===== src/rtl/mc_alu.sv =====
// Handshaked multi-cycle ALU: single-cycle ops finish in one cycle, MUL (shift-add)
// and DIV (restoring) iterate for WIDTH cycles; results are held until consumed.
module mc_alu #(
  parameter int WIDTH = 8
) (
  input  logic               clk,
  input  logic               reset,
  input  logic               in_valid,
  output logic               in_ready,
  input  logic [WIDTH-1:0]   A,
  input  logic [WIDTH-1:0]   B,
  input  logic [4:0]         opcode,
  output logic               out_valid,
  input  logic               out_ready,
  output logic [2*WIDTH-1:0] result,
  output logic               carry,
  output logic               overflow,
  output logic               zero,
  output logic               busy
);

  localparam int SHW = $clog2(WIDTH);
  localparam int CW  = $clog2(WIDTH + 1);

  localparam logic [WIDTH-1:0] ONE_W   = {{(WIDTH-1){1'b0}}, 1'b1};
  localparam logic [WIDTH-1:0] MIN_W   = {1'b1, {(WIDTH-1){1'b0}}};
  localparam logic [WIDTH-1:0] MAX_POS = ~MIN_W;

  localparam logic [4:0] OP_ADD  = 5'h00;
  localparam logic [4:0] OP_SUB  = 5'h01;
  localparam logic [4:0] OP_MUL  = 5'h02;
  localparam logic [4:0] OP_DIV  = 5'h03;
  localparam logic [4:0] OP_INC  = 5'h04;
  localparam logic [4:0] OP_DEC  = 5'h05;
  localparam logic [4:0] OP_NEG  = 5'h06;
  localparam logic [4:0] OP_ABS  = 5'h07;
  localparam logic [4:0] OP_AND  = 5'h08;
  localparam logic [4:0] OP_OR   = 5'h09;
  localparam logic [4:0] OP_XOR  = 5'h0A;
  localparam logic [4:0] OP_NOT  = 5'h0B;
  localparam logic [4:0] OP_NAND = 5'h0C;
  localparam logic [4:0] OP_NOR  = 5'h0D;
  localparam logic [4:0] OP_XNOR = 5'h0E;
  localparam logic [4:0] OP_ANDN = 5'h0F;
  localparam logic [4:0] OP_SHL  = 5'h10;
  localparam logic [4:0] OP_SHR  = 5'h11;
  localparam logic [4:0] OP_SAR  = 5'h12;
  localparam logic [4:0] OP_ROL  = 5'h13;
  localparam logic [4:0] OP_ROR  = 5'h14;
  localparam logic [4:0] OP_RCL  = 5'h15;
  localparam logic [4:0] OP_RCR  = 5'h16;
  localparam logic [4:0] OP_SWAP = 5'h17;
  localparam logic [4:0] OP_EQ   = 5'h18;
  localparam logic [4:0] OP_NE   = 5'h19;
  localparam logic [4:0] OP_GT   = 5'h1A;
  localparam logic [4:0] OP_LT   = 5'h1B;
  localparam logic [4:0] OP_SET  = 5'h1C;
  localparam logic [4:0] OP_CLR  = 5'h1D;
  localparam logic [4:0] OP_TGL  = 5'h1E;
  localparam logic [4:0] OP_PAR  = 5'h1F;

  typedef enum logic [1:0] {IDLE, MUL, DIV} state_e;

  state_e             state_q, state_d;
  logic [CW-1:0]      cnt_q, cnt_d;
  logic [WIDTH-1:0]   accHi_q, accHi_d;
  logic [WIDTH-1:0]   accLo_q, accLo_d;
  logic [WIDTH-1:0]   opnd_q, opnd_d;
  logic [2*WIDTH-1:0] result_q, result_d;
  logic               carry_q, carry_d;
  logic               ovf_q, ovf_d;
  logic               zero_q, zero_d;
  logic               valid_q, valid_d;
  logic               readyInt;

  logic [WIDTH-1:0]        aluLo;
  logic                    aluCarry, aluOvf;
  logic [WIDTH:0]          sumW, shlW, shrW;
  logic signed [WIDTH:0]   sarW;
  logic [WIDTH-1:0]        bitMask, negA;
  logic [SHW-1:0]          amt;

  // Single-cycle datapath; the carry-style flags come from an extra MSB/LSB on the shifters.
  always_comb begin
    amt      = B[SHW-1:0];
    aluLo    = '0;
    aluCarry = 1'b0;
    aluOvf   = 1'b0;
    sumW     = '0;
    negA     = ~A + ONE_W;
    bitMask  = ONE_W << amt;
    shlW     = {1'b0, A} << amt;
    shrW     = {A, 1'b0} >> amt;
    sarW     = $signed({A, 1'b0}) >>> amt;
    case (opcode)
      OP_ADD: begin
        sumW     = {1'b0, A} + {1'b0, B};
        aluLo    = sumW[WIDTH-1:0];
        aluCarry = sumW[WIDTH];
        aluOvf   = (A[WIDTH-1] == B[WIDTH-1]) && (sumW[WIDTH-1] != A[WIDTH-1]);
      end
      OP_SUB: begin
        sumW     = {1'b0, A} - {1'b0, B};
        aluLo    = sumW[WIDTH-1:0];
        aluCarry = sumW[WIDTH];
        aluOvf   = (A[WIDTH-1] != B[WIDTH-1]) && (sumW[WIDTH-1] != A[WIDTH-1]);
      end
      OP_INC: begin
        sumW     = {1'b0, A} + {1'b0, ONE_W};
        aluLo    = sumW[WIDTH-1:0];
        aluCarry = sumW[WIDTH];
        aluOvf   = (A == MAX_POS);
      end
      OP_DEC: begin
        sumW     = {1'b0, A} - {1'b0, ONE_W};
        aluLo    = sumW[WIDTH-1:0];
        aluCarry = sumW[WIDTH];
        aluOvf   = (A == MIN_W);
      end
      OP_NEG:  aluLo = negA;
      OP_ABS: begin
        aluLo  = A[WIDTH-1] ? negA : A;
        aluOvf = (A == MIN_W);
      end
      OP_AND:  aluLo = A & B;
      OP_OR:   aluLo = A | B;
      OP_XOR:  aluLo = A ^ B;
      OP_NOT:  aluLo = ~A;
      OP_NAND: aluLo = ~(A & B);
      OP_NOR:  aluLo = ~(A | B);
      OP_XNOR: aluLo = ~(A ^ B);
      OP_ANDN: aluLo = A & ~B;
      OP_SHL: begin
        aluLo    = shlW[WIDTH-1:0];
        aluCarry = shlW[WIDTH];
      end
      OP_SHR: begin
        aluLo    = shrW[WIDTH:1];
        aluCarry = shrW[0];
      end
      OP_SAR: begin
        aluLo    = sarW[WIDTH:1];
        aluCarry = sarW[0];
      end
      OP_ROL:  aluLo = (A << amt) | (A >> (WIDTH - int'(amt)));
      OP_ROR:  aluLo = (A >> amt) | (A << (WIDTH - int'(amt)));
      OP_RCL: begin
        aluLo    = {A[WIDTH-2:0], carry_q};
        aluCarry = A[WIDTH-1];
      end
      OP_RCR: begin
        aluLo    = {carry_q, A[WIDTH-1:1]};
        aluCarry = A[0];
      end
      OP_SWAP: aluLo = {A[WIDTH/2-1:0], A[WIDTH-1:WIDTH/2]};
      OP_EQ:   aluLo[0] = (A == B);
      OP_NE:   aluLo[0] = (A != B);
      OP_GT:   aluLo[0] = (A > B);
      OP_LT:   aluLo[0] = (A < B);
      OP_SET:  aluLo = A | bitMask;
      OP_CLR:  aluLo = A & ~bitMask;
      OP_TGL:  aluLo = A ^ bitMask;
      OP_PAR:  aluLo[0] = ^A;
      default: aluLo = '0;
    endcase
  end

  logic [WIDTH:0]   mulSum, divShift;
  logic [WIDTH-1:0] mulHi, mulLo, divRem, divQuo, divDiff;
  logic             divGe;

  // One iteration step of each sequential unit; accLo holds the multiplier or the dividend/quotient.
  always_comb begin
    mulSum   = {1'b0, accHi_q} + (accLo_q[0] ? {1'b0, opnd_q} : '0);
    mulHi    = mulSum[WIDTH:1];
    mulLo    = {mulSum[0], accLo_q[WIDTH-1:1]};
    divShift = {accHi_q, accLo_q[WIDTH-1]};
    divDiff  = divShift[WIDTH-1:0] - opnd_q;
    divGe    = (divShift >= {1'b0, opnd_q});
    divRem   = divGe ? divDiff : divShift[WIDTH-1:0];
    divQuo   = {accLo_q[WIDTH-2:0], divGe};
  end

  always_ff @(posedge clk or negedge reset) begin
    if (!reset) begin
      state_q  <= IDLE;
      cnt_q    <= '0;
      accHi_q  <= '0;
      accLo_q  <= '0;
      opnd_q   <= '0;
      result_q <= '0;
      carry_q  <= 1'b0;
      ovf_q    <= 1'b0;
      zero_q   <= 1'b0;
      valid_q  <= 1'b0;
    end else begin
      state_q  <= state_d;
      cnt_q    <= cnt_d;
      accHi_q  <= accHi_d;
      accLo_q  <= accLo_d;
      opnd_q   <= opnd_d;
      result_q <= result_d;
      carry_q  <= carry_d;
      ovf_q    <= ovf_d;
      zero_q   <= zero_d;
      valid_q  <= valid_d;
    end
  end

  always_comb begin
    state_d  = state_q;
    cnt_d    = cnt_q;
    accHi_d  = accHi_q;
    accLo_d  = accLo_q;
    opnd_d   = opnd_q;
    result_d = result_q;
    carry_d  = carry_q;
    ovf_d    = ovf_q;
    zero_d   = zero_q;
    valid_d  = valid_q && !out_ready;
    readyInt = reset && (state_q == IDLE) && (!valid_q || out_ready);
    case (state_q)
      IDLE: begin
        if (in_valid && readyInt) begin
          if (opcode == OP_MUL) begin
            state_d = MUL;
            cnt_d   = CW'(WIDTH);
            accHi_d = '0;
            accLo_d = B;
            opnd_d  = A;
          end else if (opcode == OP_DIV) begin
            state_d = DIV;
            cnt_d   = CW'(WIDTH);
            accHi_d = '0;
            accLo_d = A;
            opnd_d  = B;
          end else begin
            result_d = {{WIDTH{1'b0}}, aluLo};
            carry_d  = aluCarry;
            ovf_d    = aluOvf;
            zero_d   = (aluLo == '0);
            valid_d  = 1'b1;
          end
        end
      end
      MUL: begin
        accHi_d = mulHi;
        accLo_d = mulLo;
        cnt_d   = cnt_q - CW'(1);
        if (cnt_q == CW'(1)) begin
          state_d  = IDLE;
          result_d = {mulHi, mulLo};
          carry_d  = 1'b0;
          ovf_d    = (mulHi != '0);
          zero_d   = ({mulHi, mulLo} == '0);
          valid_d  = 1'b1;
        end
      end
      DIV: begin
        accHi_d = divRem;
        accLo_d = divQuo;
        cnt_d   = cnt_q - CW'(1);
        if (cnt_q == CW'(1)) begin
          state_d  = IDLE;
          result_d = {divRem, divQuo};
          carry_d  = 1'b0;
          ovf_d    = (opnd_q == '0);
          zero_d   = ({divRem, divQuo} == '0);
          valid_d  = 1'b1;
        end
      end
      default: state_d = IDLE;
    endcase
  end

  assign in_ready  = readyInt;
  assign out_valid = valid_q;
  assign result    = result_q;
  assign carry     = carry_q;
  assign overflow  = ovf_q;
  assign zero      = zero_q;
  assign busy      = (state_q != IDLE);

endmodule


===== config.mk =====
export PLATFORM = sky130hd
export DESIGN_NAME = mc_alu
export DESIGN_NICKNAME = d
export VERILOG_FILES = /design/src/rtl/mc_alu.sv
export SDC_FILE = /design/constraint.sdc
export NUM_CORES = 1
export LEC_CHECK = 0
export BUFFER_PORTS_ARGS = -buffer_cell sky130_fd_sc_hd__buf_4
export CORE_UTILIZATION = 33
export CTS_CLUSTER_DIAMETER = 80
export DETAILED_ROUTE_END_ITERATION = 10
export SYNTH_ARGS = -nofsm -noshare
export SYNTH_HDL_FRONTEND = slang
export SYNTH_SLANG_ARGS = --single-unit

===== constraint.sdc =====
create_clock -name clk -period 5 [get_ports clk]
set_clock_uncertainty 0.05 [all_clocks]
set_input_delay 1 -clock clk [delete_from_list [all_inputs] [get_ports clk]]
set_output_delay 1 -clock clk [all_outputs]
set_load 0.01 [all_outputs]

; ---- Yosys cells after proc, flatten, opt, wreduce, memory -nomap -nowiden
; Cells that the tools add are included.
[op_classes]
muxes = 54
shifts = 8
div_mod_pow = 0
addsub = 9
reduce_logical = 29
bitwise = 15
magnitude_cmp = 3
n_eq_ne = 49
mul = 0
[ops]
columns = operator, count
row1 = case mux 7 bit (25 select lines), 1
row2 = 2-to-1 mux 8 bit, 11
row3 = "== test 5 bit, second input constant", 16
row4 = 2-to-1 mux 16 bit, 5
row5 = inverter 8 bit, 6
row6 = case mux 16 bit (3 select lines), 1
row7 = case mux 8 bit (3 select lines), 2
row8 = "== test 5 x 4 -> 1 bit, second input constant", 8
row9 = logical NOT 16 bit, 2
row10 = OR 8 bit, 4
row11 = left shift 8 x 32 -> 8 bit, 1
row12 = >> shifter 8 x 32 -> 8 bit, 1
row13 = case mux 1 bit (30 select lines), 1
row14 = AND 8 bit, 3
row15 = "== test 5 x 3 -> 1 bit, second input constant", 4
row16 = adder 8 x 8 -> 9 bit, 2
row17 = 2-to-1 mux 1 bit, 18
row18 = logical NOT 8 bit, 2
row19 = bitwise XOR 8 bit, 2
row20 = 2-to-1 mux 4 bit, 3
row21 = AND reduction 3 bit, 4
row22 = "== test 5 x 2 -> 1 bit, second input constant", 2
row23 = "adder 8 x 1 -> 9 bit, second input constant", 1
row24 = greater-or-equal comparator 9 x 8 -> 1 bit, 1
row25 = 46 further kinds, 66
[totals]
mem_bits_rw = 0
regBits = 50
word_cells = 177
romBits = 0
output_inout_bits = 22
latch_bits = 0
n_memories = 0

; ---- Logic depth before layout (Yosys ltp)
[depth]
depth_word = 9
ltp_mapped = 14
mapped_depth_nobuf = 12

; ---- Worst setup path before layout
; No wires, ideal clock.
[synth_timing]
path_type = input-to-reg
from = input B[2]
to = register zero_q (netlist: zero)
t_arrival_ns = 4.319
n_path_buf = 4
stages = 14
t_required_ns = 4.858
setup_ns = 0.092
path_slack_ns = 0.539
path_cell_list = buf_6 > buf_6 > inv_1 > buf_1 > ha_1 > buf_2 > nor4_1 > nand2_1 > xor2_1 > o41ai_1 > or4_1 > or4b_2 > or2_2 > o31ai_2
[synth_via]
elab_chain_len = 9
elab_cells_between_ends = 36
[synth_lines]
columns = element, line_no
row1 = from (decl), 11  ; input logic [WIDTH-1:0] B,
row2 = subtractor 4 x 3 -> 5 bit / left shift 1 x 3 -> 8 bit (equally long branches), "145, 146, 91"
row3 = left shift 8 x 32 -> 8 bit (tied with other cells), 146  ; OP_ROR: aluLo = (A >> amt) | (A << (WIDTH - int'(amt)));
row4 = OR 8 bit (tied with other cells), 146
row5 = case mux 1 bit (30 select lines) / case mux 7 bit (25 select lines) (equally long branches), 95  ; case (opcode)
row6 = logical NOT 8 bit *, 241  ; zero_d = (aluLo == '0);
row7 = 2-to-1 mux 1 bit *, 231  ; end else if (opcode == OP_DIV) begin
row8 = 2-to-1 mux 1 bit *, 225  ; if (opcode == OP_MUL) begin
row9 = 2-to-1 mux 1 bit *, 224  ; if (in_valid && readyInt) begin
row10 = case mux 1 bit (3 select lines) *, 222  ; case (state_q)
row11 = to (signal assigned), 205  ; zero_q <= zero_d;
row12 = to (decl), 72  ; logic zero_q, zero_d;
; Mark *: on every way between the ends. The rest lies on a longest branch, timed or not. The select of a mux whose other input is x is not followed.
; A chain may end at the register's enable or synchronous reset.

; ---- Final worst setup path
[layout_timing]
from = input A[0]
to = register zero_q (netlist: zero)
[layout_via]
elab_chain_len = 9
elab_cells_between_ends = 38
[layout_lines]
columns = element, line_no
row1 = from (decl), 10  ; input logic [WIDTH-1:0] A,
row2 = inverter 8 bit, "90, 128"
row3 = adder 8 x 1 -> 8 bit, 90  ; negA = ~A + ONE_W;
row4 = 2-to-1 mux 8 bit, 122  ; aluLo = A[WIDTH-1] ? negA : A;
row5 = case mux 1 bit (30 select lines) / case mux 7 bit (25 select lines) (equally long branches), 95
row6 = logical NOT 8 bit *, 241
row7 = 2-to-1 mux 1 bit *, 231
row8 = 2-to-1 mux 1 bit *, 225
row9 = 2-to-1 mux 1 bit *, 224
row10 = case mux 1 bit (3 select lines) *, 222
; Marked as above.

==> results.md <==
* Outcome: finished clean
* Post-Route WL at 34200 um
* Synth Area in Simple Gates at 24.53%
* Clock latency on the worst-skew pair at 0.29 ns
* DRC at 0
* Nets at 1167
* Via density at 6.373
* Post-Syn Area per Cell at 7.663 sq um
* Initial Utilization at 33.75%
* P&R area growth vs syn at 10.50%
* Synth Area in Compound Gates at 26.44%
* Final period util at 84.71%
* Sequential cell area at 0.001251 sq mm
* Post-Synth XOR/XNOR Area at 4.393%
* Sw Share at 46.22%
* Kind of critical path: input port to register
* Vias in the first global route at 8271
* Number of synthesis warnings at 0
* DRT iter0 DRCs at 1205
* Sequential share of the synthesized area at 15.75%
* Crit-path cells: buf_4 > inv_1 > ha_1 > inv_1 > fa_1 > nor2b_1 > o31ai_1 > o22ai_1 > nor2_1 > o22ai_1 > or4_1 > or4b_1 > o31ai_2
* Max-cap violations at 0
* Initial antenna violation count at 0
* Total number of vias at 8775
* Static Leakage at 3.735 nW
* Maximum fanout along the worst path at 4
* Synth async-reset ratio at 100.0%
* Reg clk slew, reported paths at 0.07 ns
* Fmax at 236.1 MHz
* CTS H-tree depth at 2
* Max-slew headroom at 33.01%
* CP required at 5.16 ns
* Mux share of post-synthesis cell area at 7.936%
* DIE WIDTH at 157.2 um
* Post-synth cell types at 86
* EDFF count, synth at 0
* Worst Hold Class: register to register
* Largest net degree at the start of global routing at 51
* Crit-path slowest cell: or4_1
* Clock power frac at 15.6%
* Clock Sinks at 50
* WP buf/inv at 3
* Layout cells sized above 1 at 13.80%
* Post-synth net total at 1146
* WP data arrival at 4.39 ns
* Share of the synthesized area in the top cell type at 15.75%
* CTS tree: built
* GRT Total Usage at 27.88%
* R2r worst-path depth at 10
* Post-synth top area cell: dfrtp_1
* Synth Cell Area at 0.007946 sq mm
* Crit. path cell count at 13
* Worst Tran Pin Value at 1.000 ns
* Max stage delay on crit path at 0.59 ns
* Die Ht at 157.2 um
* PortBufs at 46
* Part of the power in registers at 28.8%
* Clock root buffer: clkbuf_16
* Routed WL per cell at 24.84 um
* P_sw at 0.9823 mW
* Area after DPL at 0.008645 sq mm
* IO Count at 47
* Final Slew Violations at 0
* Gp weighted congestion at 1.090
* Worst Setup End Kind: register
* P per Cell Area at 242.0 mW/mm^2
* Post-CTS Setup Inserts at 0
* Post_cts resized at 0
* First-pass GRT wire length at 51820 um
* Setup violators final at 0
* Main combinational cell family by area after synthesis: compound AO/OA/AOI/OAI gates
* Unrepaired setup endpoints after global routing: false
* Design area at 0.008781 sq mm
* ANT nets after route at 0
* Row cnt at 56
* Setup TNS at 0 ns
* Min-Delay Path Depth at 2
* Area contributors post-synth: dfrtp_1 16%, ha_1 13%, nand2_1 4.8%, o21ai_0 4.6%, nor2_1 3.9%
* Crit path time final at 4.235 ns
* Post-synth top flop: dfrtp_1
* Full die area at 0.02470 sq mm
* Adder-Cell Fraction of Synth Area at 13.60%
* Syn Inst Count at 1037
* CTS buffer count at 5
* Internal at 1.143 mW
* FF-to-FF setup slack at 1.62 ns
* Crit start category: input port
* Final HPWL DP at 26090 um
* Flops & latches, synth at 50
* Final Hold Vio Count at 0
* Detailed-router iteration count before antenna repair at 9
* Core Box Area at 0.02354 sq mm
* Multi-input gate area at 0.006116 sq mm
* CTS Hold Bufs at 0
* Ant. Diodes at 0
* Worst vdd ir at 0.1515 mV
* Grt ovf at 0
* Comb pwr share at 55.5%
* Number of fill cells at 2481
* Maximum root-to-sink buffer count at 2
* Crit path max-delay family: simple AND/OR/NAND/NOR gates
per-stage QoR:
stage | power [mW] | util, % | hold slack [ns] | setup slack (ns) | instances
after global placement | 1.772 | 36.72 | 0.4154 | 0.5506 | 1370
final | 2.125 | 37.30 | 0.4189 | 0.7647 | 1377
after CTS | 2.110 | 37.30 | 0.4298 | 0.8357 | 1377
after floorplan | 1.358 | - | 0.4132 | 0.5394 | 1037
after detailed placement | 1.771 | 36.72 | 0.4156 | 0.5407 | 1370
after global routing | 2.263 | 37.30 | 0.4354 | 0.6786 | 1377
cells in the final DEF (no fill, tap or decap), drive strengths merged, types with 7 or more instances in the layout:
cell,Yosys,routed
a2111oi,8,8
a211oi,13,13
a21oi,55,55
a221o,10,10
a221oi,7,7
a22o,13,13
a22oi,16,16
a31oi,8,8
and2,12,12
and3,14,14
buf,40,91
dfrtp,50,50
ha,80,80
inv,50,50
mux2,16,16
mux2i,27,27
mux4,8,8
nand2,101,101
nand2b,13,13
nand3,33,33
nand4,12,12
nor2,82,82
nor2b,15,15
nor3,34,34
nor3b,8,8
nor4,15,15
o211ai,10,10
o21ai,74,74
o22ai,14,14
o31ai,7,7
or3,12,12
or4,7,7
xnor2,27,27
xor2,12,12
final timing paths:
kind	to	start
max	zero$_DFFE_PN0P_	A[0]
min	result[1]$_DFFE_PN0P_	result[1]$_DFFE_PN0P_
max reg2reg	zero$_DFFE_PN0P_	cnt_q[1]$_DFFE_PN0P_
min reg2reg	result[1]$_DFFE_PN0P_	result[1]$_DFFE_PN0P_
max in group asynchronous	result[5]$_DFFE_PN0P_	reset
min in group asynchronous	carry$_DFFE_PN0P_	reset
power by group through the flow:
stage / Clock [mW] / Sequential, mW / Combinational (mW)
2_1_floorplan: 0 / 0.594 / 0.764
3_3_place_gp: 0 / 0.618 / 1.15
3_5_place_dp: 0 / 0.617 / 1.15
4_1_cts: 0.339 / 0.610 / 1.16
5_1_grt: 0.352 / 0.628 / 1.28
6_report: 0.332 / 0.613 / 1.18
metal layers:
metal | vias to the layer above | global-route usage (%) | share of wire [%]
met1 | 4132 | 36.23 | 41
li1 | 3892 | - | -
met4 | 0 | 16.13 | 6.6
met3 | 147 | 5.341 | 10
met2 | 604 | 42.88 | 43
met5 | - | 0 | 0
synth_stat cells, types with 10 or more instances:
library cell    n
dfrtp_1        50
a22o_1         13
ha_1           80
a211oi_1       13
or3_1          10
and3_1         14
a22oi_1        16
o21ai_0        73
mux2i_1        27
nor3_1         33
a21oi_1        55
mux2_2         16
a221o_1        10
xnor2_1        26
xor2_1         12
clkbuf_1       37
buf_2          23
nor4_1         15
nand2_1       101
o211ai_1       10
and2_1         11
inv_1          49
nand4_1        12
o22ai_1        14
nand2b_1       13
nor2b_1        15
nand3_1        32
nor2_1         82
flip-flops by register name, summed over array words and instances (netlist names):
name	flops
state_q	2
accLo_q	8
result	16
out_valid	1
carry	1
cnt_q	4
zero	1
overflow	1
opnd_q	8
accHi_q	8
cell type report:
type,count,share of cell area (%)
clock buffer,6,1.468
clock inverter,1,0.08549
multi-input combinational,858,69.65
inverter,52,2.223
sequential,50,14.25
tap,319,4.545
timing repair buffer,91,7.780
tightest hold or removal path, cell delays in order (launching register included):
cell and delay (ns):
dfrtp_1 0.34, nand2_1 0.05, nand2_1 0.04
cells by family (layout without fill, tap and decap cells):
kind of cell | Yosys count | count (layout)
and+or+nand+nor | 381 | 381
adders and majority gates | 84 | 84
AOI/OAI and AO/OA | 303 | 303
xor gates and xnor gates | 39 | 39
muxes | 51 | 51
buffers and inverters | 129 | 150
DFF | 50 | 50
Power figures use the tool's default switching activity.
